**src/rtl/face_pkg.sv**
```systemverilog
// face_pkg: frame geometry and capture state shared by the writer, BRAM and scaler.
package face_pkg;
  localparam int IMG_W = 640;
  localparam int IMG_H = 480;
  localparam int ADDR_W = 19;
  localparam int X_W = 10;
  localparam int Y_W = 9;
  localparam int FRAME_PIXELS = IMG_W * IMG_H;
  typedef enum logic [1:0] {IDLE, ARMED, CAPTURE, READY} cap_state_t;
endpackage

```
**src/rtl/pixel_xy_counter.sv**
```systemverilog
// pixel_xy_counter: raster position of the pixel being accepted this cycle.
// Outputs are combinational from the stored next position; clear forces them to pixel 0.
module pixel_xy_counter #(
  parameter int IMG_W = face_pkg::IMG_W,
  parameter int IMG_H = face_pkg::IMG_H,
  parameter int ADDR_W = face_pkg::ADDR_W,
  parameter int X_W = face_pkg::X_W,
  parameter int Y_W = face_pkg::Y_W
) (
  input  logic              clk,
  input  logic              rst,
  input  logic              clear,
  input  logic              advance,
  output logic [X_W-1:0]    x,
  output logic [Y_W-1:0]    y,
  output logic [ADDR_W-1:0] addr,
  output logic              last
);
  logic [X_W-1:0] cx;
  logic [Y_W-1:0] cy;
  logic [ADDR_W-1:0] ca;
  logic eol;
  assign x = clear ? '0 : cx;
  assign y = clear ? '0 : cy;
  assign addr = clear ? '0 : ca;
  assign eol = x == X_W'(IMG_W - 1);
  assign last = addr == ADDR_W'(IMG_W * IMG_H - 1);
  always_ff @(posedge clk or posedge rst)
    if (rst) begin
      cx <= '0;
      cy <= '0;
      ca <= '0;
    end else if (advance) begin
      cx <= eol ? '0 : x + 1'b1;
      cy <= last ? '0 : eol ? y + 1'b1 : y;
      ca <= last ? '0 : addr + 1'b1;
    end else if (clear) begin
      cx <= '0;
      cy <= '0;
      ca <= '0;
    end
endmodule

```
**src/rtl/frame_capture_writer.sv**
```systemverilog
// frame_capture_writer: captures one binarized frame per arm into the frame BRAM
// in raster order, then holds it until the scaler reports it consumed.
module frame_capture_writer #(
  parameter int IMG_W = face_pkg::IMG_W,
  parameter int IMG_H = face_pkg::IMG_H,
  parameter int ADDR_W = face_pkg::ADDR_W,
  parameter int X_W = face_pkg::X_W,
  parameter int Y_W = face_pkg::Y_W
) (
  input  logic              clk,
  input  logic              rst,
  input  logic              start,
  input  logic              pix_sof,
  input  logic              pix_valid,
  input  logic              pix_data,
  input  logic              scale_done,
  output logic              wr_en,
  output logic              wr_data,
  output logic [ADDR_W-1:0] wr_addr,
  output logic [X_W-1:0]    x,
  output logic [Y_W-1:0]    y,
  output logic              capturing,
  output logic              frame_ready,
  output logic              err_resync
);
  import face_pkg::*;
  cap_state_t state, next;
  logic [X_W-1:0] px;
  logic [Y_W-1:0] py;
  logic [ADDR_W-1:0] pa;
  logic last, arm_acc, cap_acc, resync, advance;
  assign arm_acc = state == ARMED && pix_valid && pix_sof;
  assign cap_acc = state == CAPTURE && pix_valid;
  assign resync = cap_acc && pix_sof;
  assign advance = arm_acc || cap_acc;
  pixel_xy_counter #(
    .IMG_W(IMG_W), .IMG_H(IMG_H), .ADDR_W(ADDR_W), .X_W(X_W), .Y_W(Y_W)
  ) u_xy (
    .clk(clk), .rst(rst), .clear(arm_acc || resync), .advance(advance),
    .x(px), .y(py), .addr(pa), .last(last)
  );
  always_comb
    next = state == IDLE    ? (start ? ARMED : IDLE) :
           state == ARMED   ? (arm_acc ? CAPTURE : ARMED) :
           state == CAPTURE ? (cap_acc && !pix_sof && last ? READY : CAPTURE) :
                              (scale_done ? (start ? ARMED : IDLE) : READY);
  always_ff @(posedge clk or posedge rst)
    if (rst) begin
      state <= IDLE;
      wr_en <= 1'b0;
      wr_data <= 1'b0;
      wr_addr <= '0;
      x <= '0;
      y <= '0;
      capturing <= 1'b0;
      frame_ready <= 1'b0;
      err_resync <= 1'b0;
    end else begin
      state <= next;
      wr_en <= advance;
      if (advance) begin
        wr_data <= pix_data;
        wr_addr <= pa;
        x <= px;
        y <= py;
      end
      capturing <= next == ARMED || next == CAPTURE;
      frame_ready <= state == READY && !scale_done;
      err_resync <= err_resync || resync;
    end
endmodule

```
**config.mk**
```make
export PLATFORM = sky130hd
export DESIGN_NAME = frame_capture_writer
export DESIGN_NICKNAME = d
export VERILOG_FILES = /design/src/rtl/face_pkg.sv /design/src/rtl/pixel_xy_counter.sv /design/src/rtl/frame_capture_writer.sv
export SDC_FILE = /design/constraint.sdc
export NUM_CORES = 1
export LEC_CHECK = 0
export ABC_CLOCK_PERIOD_IN_PS = 6100
export CORE_MARGIN = 3
export CORE_UTILIZATION = 45
export DETAILED_ROUTE_END_ITERATION = 10
export PLACE_DENSITY = 0.65
export SYNTH_ARGS = -nofsm -noshare
export SYNTH_HDL_FRONTEND = slang
export SYNTH_SLANG_ARGS = --single-unit
```
**constraint.sdc**
```tcl
create_clock -name clk -period 6.1 [get_ports clk]
set_input_delay 0.915 -clock clk [delete_from_list [all_inputs] [get_ports clk]]
set_output_delay 0.915 -clock clk [all_outputs]
set_load 0.02 [all_outputs]
```
==> metrics.txt <==
RD Place Congestion=0.851; Sequential Area=approximately 2100 um^2; boundary pin count=50; Post-Syn Area per Cell=10.7 um^2; maximum fanout along the worst path=23; Synth Net Count=between 300 and 400; # diodes=0; leak pwr=between 1.5 and 2 nW; Cells after DPL=just under 500; Power per Cell Area=302 nW/um^2; Least-Margin Pin Slew=roughly 1.0 ns; Max Cap Violations=0; Synthesis Warnings=0; initial antenna violation count=0; Slew Viols, Final=0; vias in the first global route=3019; final setup violation count=0; most frequent cell on the critical path=nand2_1; starting density of the core=about 48%; die width=just under 100 um; Crit path largest cell delay=around 0.73 ns; number of port buffers=~50; Slew HR=a little over 30%; Final period util=between 60 and 70%; core area=around 7900 um^2; GRT overflow=0; slowest CP cell=o31ai_1; Hold Path Origin=wr_data$_DFFE_PP0N_; layout cells sized above 1=approximately 7%; DRC viols=0; routed len/inst=about 17 um; CTS H-tree depth=3; fin cells=501; CTS tree=yes; DR iter-0 viols=between 150 and 200; Netlist cell types=49; clk_skew=~0.010 ns; Post-synth EDFFs=0; root buffer cell=clkbuf_8; die height=97.3 um; Final TNS setup=0 ns; worst path arrival time=4.13 ns; Hold/Removal Path Class=flop to flop; number of synthesized register bits=83; die area=roughly 9500 um^2; P&R area growth vs syn=20.3%; Critical Path RT=~6.3 ns; sequential fraction of the synthesis area=55.4%; largest net degree at the start of global routing=84; Final ANT Viol Nets=0; CP Capture Type=flop; cts hold-fix bufs=0; critical-path cell list=clkdlybuf4s50_1 > nand2_1 > or2_2 > and2_1 > ha_1 > nand2_1 > or4_4 > o31ai_1 > buf_4 > a21oi_1; # rows=32; Fin Hold WS=~0.48 ns; Syn Inst Count=350; reg2reg start=state[1]$_DFF_PP0_; Worst Path Class, Setup=input pin to flop; terminus of the critical flop-to-flop path=u_xy.cy[7]$_DFF_PP0_; critical path launch point type=input pin; fraction of registers with async set/reset=100%; clk sink count=83; DR pass1 iterations=4; Post-CTS Setup Inserts=0; CP bufs+invs=2; Nets=between 400 and 500; Total GRT Usage=between 10% and 20%; R2R setup slack=about 2.7 ns; hold path endpoint=wr_data$_DFFE_PP0N_; post-cts sizing count=0; Multi-input gate area=approximately 1600 um^2; CTS max path bufs=2; unrepaired setup endpoints after global routing=false; DRT Wirelength=8610 um; Tmin final=3.91 ns; Via density=between 5 and 6; main flop type after synthesis=dfrtp_1; vias post-DR=roughly 3k; synthesized area=around 3700 um^2; worst reg2reg path depth=9; peak supply drop=between 0.15 and 0.2 mV; delay-heaviest family, CP=simple AND/OR/NAND/NOR gates; worst hold path depth=2; first-pass GRT wire length=14900 um; DPL Wire Length=roughly 5600 um; Fin. Hold Viols=0; outcome=finished, final reports clean; Max Clk Rate=around 260 MHz; filler instances=702; Worst-Skew Late Latency=roughly 0.36 ns; Clock Pin Slew Worst Setup and Hold Paths=0.08 ns; number of CTS-inserted buffers=9
metal layers:
metal	wire length (um)	GRT usage [%]
met4	187	7.88
met5	0	0
met2	4020	30.1
met3	315	3.37
met1	4090	26.3
sequential cells by signal (all words and copies together) (netlist names):
name         count
wr_data          1
x               10
u_xy.ca         19
wr_en            1
wr_addr         19
frame_ready      1
u_xy.cy          9
capturing        1
state            2
y                9
u_xy.cx         10
err_resync       1
worst reg2reg max path, cell delays in order, from the launching register on:
cell and delay (ns):
dfrtp_1 0.61, xnor2_1 0.18, or2_2 0.39, and2_1 0.19
ha_1 0.19, nand2_1 0.12, or4_4 0.53, o31ai_1 0.73
buf_4 0.30, a21oi_1 0.06
cell families after synthesis:
kind of cell | after synthesis | synth area share, %
XOR/XNOR | 12 | 2.80
AO/OA/AOI/OAI | 99 | 18.5
flip-flops | 83 | 55.4
adder cells (fa/ha/maj) | 3 | 1.00
AND/OR/NAND/NOR | 126 | 19.2
buffers and inverters | 27 | 3.20
final cells by class:
cell class                      instances  area share, %
Timing Repair Buffer                   54           11.7
Sequential cell                        83           46.0
Multi-Input combinational cell        240           34.6
Tap cell                              102           2.83
Clock buffer                           11           3.13
Inverter                                6          0.527
Clock inverter                          5           1.17
power by group:
part	leakage, nW	switching (mW)	internal, mW
combinational	0.679	0.184	0.123
sequential	1.14	0.0600	0.599
clock	0.0991	0.198	0.198
stage by stage:
step	power (mW)	utilization [%]	setup WS, ns	area [um^2]
2_1_floorplan	0.865	-	2.82	3750
3_3_place_gp	0.972	54.7	1.95	4320
3_5_place_dp	0.981	54.7	1.79	4320
4_1_cts	1.37	57.2	2.16	4510
5_1_grt	1.44	57.2	1.90	4510
6_report	1.36	57.2	2.19	4510
synthesized netlist by cell type, types with 2 or more instances:
master / n / area, um^2
ha_1: 3 / 37.5
buf_2: 6 / 30.0
nand3_1: 11 / 55.1
inv_1: 5 / 18.8
dfrtp_1: 83 / 2080
and2_1: 7 / 43.8
o21ai_0: 18 / 90.1
a211o_1: 2 / 17.5
a21o_1: 3 / 22.5
xnor2_1: 5 / 43.8
a22o_1: 35 / 307
nand3b_1: 2 / 15.0
or2_2: 2 / 12.5
o31ai_1: 7 / 52.6
nand4_1: 9 / 56.3
or4_1: 9 / 67.6
a211oi_1: 3 / 22.5
or3_1: 9 / 56.3
o211ai_1: 4 / 30.0
nand4b_1: 2 / 17.5
nand2b_1: 3 / 18.8
nand2_1: 37 / 139
clkbuf_1: 13 / 48.8
nor4_1: 3 / 18.8
nor2_1: 15 / 56.3
xor2_1: 7 / 61.3
a21oi_1: 22 / 110
and3_1: 4 / 25.0
cells in the final DEF, fill, tap and decap left out, types with 4 or more instances in the layout:
cell and count:
clkdlybuf4s50_1 49, or3_1 9, xnor2_1 5, nor2_1 14
o211ai_1 4, inv_1 4, or4_1 9, nand2_1 37
nand3_1 11, and3_1 4, o21ai_0 18, clkbuf_8 10
dfrtp_1 83, o31ai_1 7, nand4_1 9, a22o_1 35
a21oi_1 22, and2_1 7, clkinv_2 4, buf_4 5
xor2_1 7
how the worst max path moves through the flow:
stage	from	endpoint	slack, ns	depth (start not counted)
floorplan	pix_sof	u_xy.ca[16]$_DFF_PP0_	2.82	12
global placement	pix_sof	u_xy.cy[5]$_DFF_PP0_	1.95	10
detailed placement	pix_sof	u_xy.cy[7]$_DFF_PP0_	1.79	10
CTS	pix_sof	u_xy.cy[7]$_DFF_PP0_	2.16	10
global route	pix_sof	u_xy.cy[8]$_DFF_PP0_	1.90	10
finish	pix_sof	u_xy.cy[7]$_DFF_PP0_	2.19	10
Note: power is estimated with default switching activity, not from simulation.
